**src/rtl/alu_sequencer.sv**
```systemverilog
// Sequencer around an external combinational ALU with a 4x4-bit register file.
// Each command is accepted in IDLE, runs through ISSUE (ALU ops only) and WRITE,
// and is held in RESP until the consumer takes the result.
module alu_sequencer (
  input  logic       clk,
  input  logic       rst_n,
  input  logic       cmd_valid,
  output logic       cmd_ready,
  input  logic       cmd_load,
  input  logic [2:0] cmd_op,
  input  logic [1:0] cmd_rd,
  input  logic [1:0] cmd_rs,
  input  logic [1:0] cmd_rt,
  input  logic [3:0] cmd_imm,
  output logic [3:0] alu_a,
  output logic [3:0] alu_b,
  output logic [2:0] alu_op,
  input  logic [3:0] alu_s,
  output logic       res_valid,
  input  logic       res_ready,
  output logic [3:0] res_data,
  output logic [1:0] res_rd
);

  typedef enum logic [1:0] {IDLE, ISSUE, WRITE, RESP} state_e;

  state_e          state_q, state_d;
  logic [3:0][3:0] regs_q, regs_d;
  logic [3:0]      alu_a_q, alu_a_d;
  logic [3:0]      alu_b_q, alu_b_d;
  logic [2:0]      alu_op_q, alu_op_d;
  logic [1:0]      rd_q, rd_d;
  logic [3:0]      imm_q, imm_d;
  logic            load_q, load_d;
  logic [3:0]      res_data_q, res_data_d;
  logic [1:0]      res_rd_q, res_rd_d;
  logic [3:0]      wdata;

  always_ff @(posedge clk or negedge rst_n) begin
    if (!rst_n) begin
      state_q    <= IDLE;
      regs_q     <= '0;
      alu_a_q    <= '0;
      alu_b_q    <= '0;
      alu_op_q   <= '0;
      rd_q       <= '0;
      imm_q      <= '0;
      load_q     <= 1'b0;
      res_data_q <= '0;
      res_rd_q   <= '0;
    end else begin
      state_q    <= state_d;
      regs_q     <= regs_d;
      alu_a_q    <= alu_a_d;
      alu_b_q    <= alu_b_d;
      alu_op_q   <= alu_op_d;
      rd_q       <= rd_d;
      imm_q      <= imm_d;
      load_q     <= load_d;
      res_data_q <= res_data_d;
      res_rd_q   <= res_rd_d;
    end
  end

  // Operands are captured from the register file at accept, so rd==rs/rt
  // always sees the pre-write value; the register file is only written in WRITE.
  always_comb begin
    state_d    = state_q;
    regs_d     = regs_q;
    alu_a_d    = alu_a_q;
    alu_b_d    = alu_b_q;
    alu_op_d   = alu_op_q;
    rd_d       = rd_q;
    imm_d      = imm_q;
    load_d     = load_q;
    res_data_d = res_data_q;
    res_rd_d   = res_rd_q;
    wdata      = load_q ? imm_q : alu_s;

    case (state_q)
      IDLE: begin
        if (cmd_valid) begin
          rd_d   = cmd_rd;
          load_d = cmd_load;
          if (cmd_load) begin
            imm_d   = cmd_imm;
            state_d = WRITE;
          end else begin
            alu_a_d  = regs_q[cmd_rs];
            alu_b_d  = regs_q[cmd_rt];
            alu_op_d = cmd_op;
            state_d  = ISSUE;
          end
        end
      end
      ISSUE: state_d = WRITE;
      WRITE: begin
        regs_d[rd_q] = wdata;
        res_data_d   = wdata;
        res_rd_d     = rd_q;
        state_d      = RESP;
      end
      RESP: begin
        if (res_ready) state_d = IDLE;
      end
      default: state_d = IDLE;
    endcase
  end

  assign cmd_ready = (state_q == IDLE);
  assign res_valid = (state_q == RESP);
  assign alu_a     = alu_a_q;
  assign alu_b     = alu_b_q;
  assign alu_op    = alu_op_q;
  assign res_data  = res_data_q;
  assign res_rd    = res_rd_q;

endmodule

```
**config.mk**
```make
export PLATFORM = sky130hd
export DESIGN_NAME = alu_sequencer
export DESIGN_NICKNAME = d
export VERILOG_FILES = /design/src/rtl/alu_sequencer.sv
export SDC_FILE = /design/constraint.sdc
export NUM_CORES = 1
export LEC_CHECK = 0
export BUFFER_PORTS_ARGS = -buffer_cell sky130_fd_sc_hd__buf_2
export CELL_PAD_IN_SITES_DETAIL_PLACEMENT = 0
export CELL_PAD_IN_SITES_GLOBAL_PLACEMENT = 2
export CORE_ASPECT_RATIO = 0.7
export CORE_UTILIZATION = 25
export DETAILED_ROUTE_END_ITERATION = 16
export PLACE_DENSITY_LB_ADDON = 0.1
export SLEW_MARGIN = 40
export SYNTH_ARGS = -nofsm -noshare
export SYNTH_HDL_FRONTEND = slang
export SYNTH_SLANG_ARGS = --single-unit
```
**constraint.sdc**
```tcl
create_clock -name clk -period 2.5 [get_ports clk]
set_clock_uncertainty 0.1 [all_clocks]
set_input_delay 0.5 -clock clk [delete_from_list [all_inputs] [get_ports clk]]
set_output_delay 0.5 -clock clk [all_outputs]
set_load 0.005 [all_outputs]
```
[Word level (Yosys, flattened, before mapping)]
Cells that the tools add are included.
W data, S select, Z words.
Storage, ports and cells
  register bits: 42
  input bits: 22
  output and inout bits: 19
  logic and storage cells: 41
Operators by class
  magnitude comparators: 4
  eq/ne operators: 5
  muxes and demuxes: 12
  bitwise operators: 1
  reduce and logical (&&, ||, !) cells: 6
Operator list (count)
  $bmux W4 S2: 2
  $bwmux W16: 1
  $mux W4: 4
  $lt A2 B3 Y1 const B: 3
  $demux W4 S2: 1
  $pmux W2 S4: 1
  $mux W2: 3
  $reduce_and A3 Y1: 2
  $eq A2 B2 Y1 const B: 2
  $reduce_and A2 Y1: 2
  $eq A2 B1 Y1 const B: 1
  $ge A2 B1 Y1 const B: 1
  $logic_not A2 Y1: 1
  $ne A2 B1 Y1 const B: 1
  $ne A2 B2 Y1 const B: 1
  $logic_and A1 B1 Y1: 1
  $not A1 Y1: 1

[Longest topological paths before layout]
Gate-level depths: netlist of the first run.
  depth after elaboration: 5
  depth in mapped cells: 5
  depth with buffers taken out: 5

[Worst setup path before layout of the first run]
OpenSTA, ideal clock, no wires.
  path kind: register to register
  start: register state_q[0]
  end: register alu_a_q[0] (netlist: alu_a[0])
  setup time: 0.125 ns
  arrival: 1.304 ns
  data required time: 2.275 ns
  slack: 0.971 ns
  stages on the path, launching flop included: 6
  path buffers: 1
  clock period less this slack: 1.529 ns
  cell sequence: dfrtp_1 inv_1 ha_1 nand3b_1 buf_2 mux2_2
On the way
  word-level cells in the longest chain between the ends: 2
RTL lines
  start: declaration: line 27  | state_e state_q, state_d;
  start signal: assignment: line 52  | state_q <= state_d;
  $logic_not A2 Y1
  named net cmd_ready: line 8  | output logic cmd_ready,
  $reduce_and A3 Y1 (no line)
  end signal: assignment: line 54  | alu_a_q <= alu_a_d;
  end: declaration: line 29  | logic [3:0] alu_a_q, alu_a_d;
The timed path passes the listed nets, and every way through them passes these cells.
A chain may end at the register's enable or synchronous reset.

[Final worst setup path of the first run]
  start: register state_q[0]
  end: register regs_q[2] (netlist name)
On the way
  word-level cells in the longest chain between the ends: 1
RTL lines
  $eq A2 B2 Y1: line 80  | case (state_q)
  end signal: assignment: line 53  | regs_q <= regs_d;
  end: declaration: line 28  | logic [3:0][3:0] regs_q, regs_d;
Every way passes these cells.

==> out/qor.txt, run 1 <==
worst setup margin - 0.573 ns
Worst R2R Setup Slack - 0.57 ns
Syn Std Cell Area - 0.00187 sq mm
Pleak - 1.05 nW
Slew HR - 63.8%
All-Layer GR Usage - 11.7%
ranking of synthesized cells by area - dfrtp_1 (56%), mux2_2 (11%), mux4_1 (11%)
I/O Buffers - 40
DR WL/cell - 14.3 um
Place WS - 0.531 ns
DP HPWL - 3030 um
status - completed
Placement Cell Area - 0.00218 sq mm
post-synth cell types - 17
Die Span X - 105 um
initial antenna violation count - 0
die footprint - 0.00783 sq mm
Peak supply drop - 294 uV
initial core utilization - 26.8%
Cell Chain, Critical Path - inv_1 > ha_1 > nor3b_2 > nor2_1 > a21oi_1
max-slew violation count - 0
commonest non-fill, non-tap cell in the layout - dfrtp_1
H-tree depth - 2
count of hold buffers inserted by post-cts repair - 0
Synth area leader - dfrtp_1
Residual DRC - 0
Critical Path AT - 2.04 ns
setup TNS - 0 ns
HP Class - in -> async
Worst-Skew Late Latency - 0.29 ns
crit path time final - 1.93 ns
RSZ-0062 raised after global routing - false
Cells after Synth - 139
endpoints failing hold - 0
worst slew pin tran - 0.528 ns
vias in the first global route - 1316
max cap viols - 0
Max Clock Freq - 0.519 GHz
clk buf depth - 2
CTS tree - done
Synth top area share - 56.3%
Initial DRC Count - 32
share of the core filled with cells - 32.6%
DRT Wirelength - 4000 um
clk slew on worst S/H paths - 0.08 ns
row count - 25
post-route ant nets - 0
crit share post-route - 77.1%
P&R area growth vs syn - 21.6%
Clock Sinks - 42
vias after detailed routing - 1244
Worst setup SP type - flop
design area - 0.00227 sq mm
Crit-path slowest cell - nor3b_2
Final Wtd Congestion - 0.661
Num CTS Buffers - 5
worst-path maximum fanout - 15
Post-CTS Setup Bufs - 0
Power Dens Cells - 1180 mW/mm^2
grt total ovfl - 0
register bit count reported by yosys - 42
Worst Path Required - 2.62 ns
Root Buffer - clkbuf_8
Setup Viol. Count Final - 0
critical path class - reg -> reg
total power - 2.69 mW
largest net degree at the start of global routing - 43
# IOs - 41
sequential area share after synthesis - 56.3%
first-pass GRT wire length - 6800 um
Post-CTS Resized - 0
crit end category - flop
net count after synthesis - 165
core box area - 0.00698 sq mm
Vias/cell - 4.46
CP max stage delay - 0.56 ns
Syn Area/Cell - 13.4 sq um
post-layout net count - 210
Ys Warns - 0
Die H - 74.3 um
most frequent cells in the layout - dfrtp_1 (42), buf_2 (40), mux2_2 (19)
Ant. Diodes - 0
share of post-route cells with drive strength above 1 - 36.8%
DRT Pass-1 Iters - 4
-- worst paths after layout --
| check | end | start | depth (start not counted) |
|---|---|---|---|
| max in group asynchronous | res_data[1] | rst_n | 2 |
| hold / removal | alu_op[1] | rst_n | 2 |
| hold reg to reg | regs_q[5] | regs_q[5] | 2 |
| setup reg to reg | regs_q[2] | state_q[0] | 5 |
| setup / recovery | regs_q[2] | state_q[0] | 5 |
| min in group clk | alu_op[0] | cmd_op[0] | 2 |
-- where the power goes --
group / switching (mW) / internal, mW
clock: 0.227 / 0.223
sequential: 0.236 / 1.03
combinational: 0.447 / 0.528
total: 0.910 / 1.78
-- sequential cells by signal, indices dropped and copies added, names as in the netlist --
| name | cells |
|---|---|
| res_rd | 2 |
| res_data | 4 |
| rd_q | 2 |
| imm_q | 4 |
| load_q | 1 |
| alu_a | 4 |
| alu_op | 3 |
| regs_q | 16 |
| state_q | 2 |
| alu_b | 4 |
-- critical path, delay by kind of cell, from the launching register on --
family | cells | cell delay [ns]
buffers and inverters | 1 | 0.12
flip-flops | 1 | 0.39
AO/OA/AOI/OAI | 1 | 0.14
adder cells (fa/ha/maj) | 1 | 0.47
AND/OR/NAND/NOR | 2 | 0.64
-- metal layers --
layer / GRT usage, % / routed length [um] / vias to the layer above / share of wire, %
met3: 3.24 / 231 / 7 / 5.8
met4: 4.69 / 61 / 0 / 1.5
li1: - / - / 597 / -
met1: 15.0 / 1970 / 603 / 49
met2: 18.9 / 1740 / 37 / 44
met5: 0 / 0 / - / 0
-- metrics by stage --
step                hold WS, ns  instances
floorplan                 0.104        139
global placement          0.369        271
detailed placement        0.389        271
CTS                       0.186        279
global route              0.215        279
finish                    0.169        279
-- area by class of cell --
cell class              count  area (sq um)
fillers                   698          4700
flip-flops and latches     42          1050
multi-input cells          90           788
repair buffers             41           208
well taps                  94           118
clock buffers               7          86.3
inverters                   4          15.0
clock inverters             1          5.00
-- synth_stat cells --
master and n:
clkbuf_1 1, nand3b_1 3, nor2_1 8, inv_1 4, mux2i_1 6, a21oi_1 8, nor3b_2 1, a21boi_0 1
buf_2 2, nand2_1 16, o21ai_0 13, nand3_1 2, dfrtp_1 42, mux4_1 8, ha_1 4, mux2_2 19
o22ai_1 1
-- cell families (layout without fill, tap and decap cells) --
group | after synthesis | count (layout) | synth area share (%)
compound gates | 23 | 23 | 6.36
flops | 42 | 42 | 56.3
mux | 33 | 33 | 25.9
buf+inv | 7 | 53 | 1.54
simple gates | 30 | 30 | 7.23
fa+ha+maj | 4 | 4 | 2.68
Power figures use the tool's default switching activity.
==> run 2, diff against run 1 <==
==> constraint.sdc (replaced) <==
create_clock -name clk -period 1.58 [get_ports clk]
set_clock_uncertainty 0.1 [all_clocks]
set_input_delay 0.316 -clock clk [delete_from_list [all_inputs] [get_ports clk]]
set_output_delay 0.316 -clock clk [all_outputs]
set_load 0.005 [all_outputs]
==> run 2 against run 1 <==
Compared with the run above:
- core utilization rose by 1.7 points
- sequential cell count is the same
- clock power grew 52%
- worst setup slack lost 0.53 ns
==> out/qor.txt, run 2 (synthesis results as in run 1) <==
status - completed
Worst-Skew Late Latency - 0.29 ns (about the same)
P&R area growth vs syn - 27.9%
worst slew pin tran - 0.435 ns (-0.0932 ns)
row count - 25 (unchanged)
Num CTS Buffers - 5 (unchanged)
post-route ant nets - 0 (unchanged)
setup TNS - 0 ns (unchanged)
Reg area - 0.00105 sq mm (unchanged)
Peak supply drop - 522 uV (+78%)
Ant. Diodes - 0 (unchanged)
worst-path maximum fanout - 2 (-13)
worst setup margin - 0.0430 ns (-0.530 ns)
Worst R2R Path Depth - 5 (unchanged)
die footprint - 0.00783 sq mm (unchanged)
Power Dens Cells - 1840 mW/mm^2 (+56%)
Worst Path Required - 1.16 ns (-1.46 ns)
vias in the first global route - 1299 (-1.3%)
crit path time final - 1.54 ns
max cap viols - 0 (unchanged)
core box area - 0.00698 sq mm (unchanged)
clk slew on worst S/H paths - 0.09 ns (about the same)
HP Class - in -> reg
Critical Path AT - 1.12 ns (-0.92 ns)
DR WL/cell - 13.6 um (-4.9%)
worst hold path startpoint - cmd_op[0]
initial core utilization - 26.8% (unchanged)
Final Wtd Congestion - 0.743 (+12%)
All-Layer GR Usage - 11.2% (-0.43 points)
Clock Sinks - 42 (unchanged)
Place WS - 0.0436 ns (-0.487 ns)
Pleak - 1.09 nW (+4.1%)
WHS Path Cells - 2
Worst R2R Setup Slack - 0.09 ns (-0.48 ns)
grt total ovfl - 0 (unchanged)
vias after detailed routing - 1248 (+0.32%)
DRT Wirelength - 3920 um (-2.1%)
Die Span X - 105 um (unchanged)
share of post-route cells with drive strength above 1 - 43.0% (+6.2 points)
Die H - 74.3 um (unchanged)
largest net degree at the start of global routing - 27 (-37%)
Largest Register - regs_q
# IOs - 41 (unchanged)
Initial DRC Count - 21 (-34%)
clk buf depth - 2 (unchanged)
I/O Buffers - 40 (unchanged)
RSZ-0062 raised after global routing - false
Reg-to-Reg Start - state_q[1]
DP HPWL - 3110 um (+2.6%)
crit end category - output port
Residual DRC - 0 (unchanged)
CTS tree - done
max-slew violation count - 0 (unchanged)
max FFs per register - 16 (unchanged)
commonest non-fill, non-tap cell in the layout - dfrtp_1
H-tree depth - 2 (unchanged)
post-layout net count - 218 (+3.8%)
crit share post-route - 97.3%
endpoints failing hold - 0 (unchanged)
Worst setup SP type - flop
area of the multi-input gates - 816 sq um (+3.5%)
Slew HR - 70.2% (+6.4 points)
Setup Viol. Count Final - 0 (unchanged)
critical path class - reg -> out
DRT Pass-1 Iters - 3 (-1)
Max Clock Freq - 0.651 GHz
Filler cells - 715 (+2.4%)
Hold EP - alu_op[0]
Root Buffer - clkbuf_8
first-pass GRT wire length - 6570 um (-3.4%)
initial antenna violation count - 0 (unchanged)
Vias/cell - 4.35 (-2.5%)
FF-to-FF End - alu_b[3]
most frequent cells in the layout - dfrtp_1 (42), buf_2 (40), mux2_2 (19)
## run 2: cell count changes in the layout (fill, tap and decap cells not counted), sizes merged
cell,change
clkinvlp,+1
clkbuf,-2
dlygate4sd3,+1
buf,+7
clkinv,+1
## run 2: per-stage QoR
stage	total power [mW]	cell area, sq um	util, %	std cells	hold slack (ns)
final	4.40	2390	34.2	287	0.156
after global routing	4.82	2390	34.2	287	0.145
after CTS	4.46	2370	34.0	287	0.147
after detailed placement	3.68	2240	32.1	276	0.183
after global placement	3.62	2240	32.1	276	0.176
after floorplan	2.98	1870	-	139	-0.0796
## run 2: routing by layer
layer / part of all wire, % / GRT usage [%] / up-vias
li1: - / - / 613
met1: 51 / 15.2 / 600
met2: 42 / 17.3 / 33
met3: 6.1 / 3.68 / 2
met4: 0.61 / 3.29 / 0
met5: 0 / 0 / -
## run 2: cell type report
| class | count | area share [%] |
|---|---|---|
| sequential | 42 | 44.0 |
| multi-input combinational | 90 | 34.2 |
| timing repair buffer | 49 | 12.5 |
| tap | 94 | 4.92 |
| clock buffer | 5 | 2.88 |
| clock inverter | 3 | 0.891 |
| inverter | 4 | 0.629 |
## run 2: what timing repair did
item / 4_1_cts / 5_1_grt
hold buffers: 1 / 0
setup buffers: 2 / 1
pin swaps: 0 / 3
gates cloned: 0 / 0
gates resized for setup: 5 / 4
setup endpoints to repair: 1 / 16
endpoints found under the hold margin: 16 / 0
## run 2: worst max path at each step
stage	start	endpoint	slack, ns	cells past startpoint
floorplan	state_q[0]	alu_a[0]	0.05	5
global placement	cmd_rs[0]	alu_a[2]	0.06	3
detailed placement	state_q[1]	alu_b[3]	0.04	5
CTS	state_q[0]	cmd_ready	0.004	4
global route	state_q[0]	res_valid	0.002	3
finish	state_q[1]	res_valid	0.04	3
## run 2: where the power goes
part / switching (mW) / internal, mW
Combinational: 0.744 / 0.971
Clock: 0.374 / 0.310
Sequential: 0.380 / 1.62
Total: 1.50 / 2.91
## run 2: worst max-delay path, stage by stage (launching register included)
cell     delay (ns)
dfrtp_1        0.42
buf_6          0.13
ha_2           0.16
buf_2          0.12
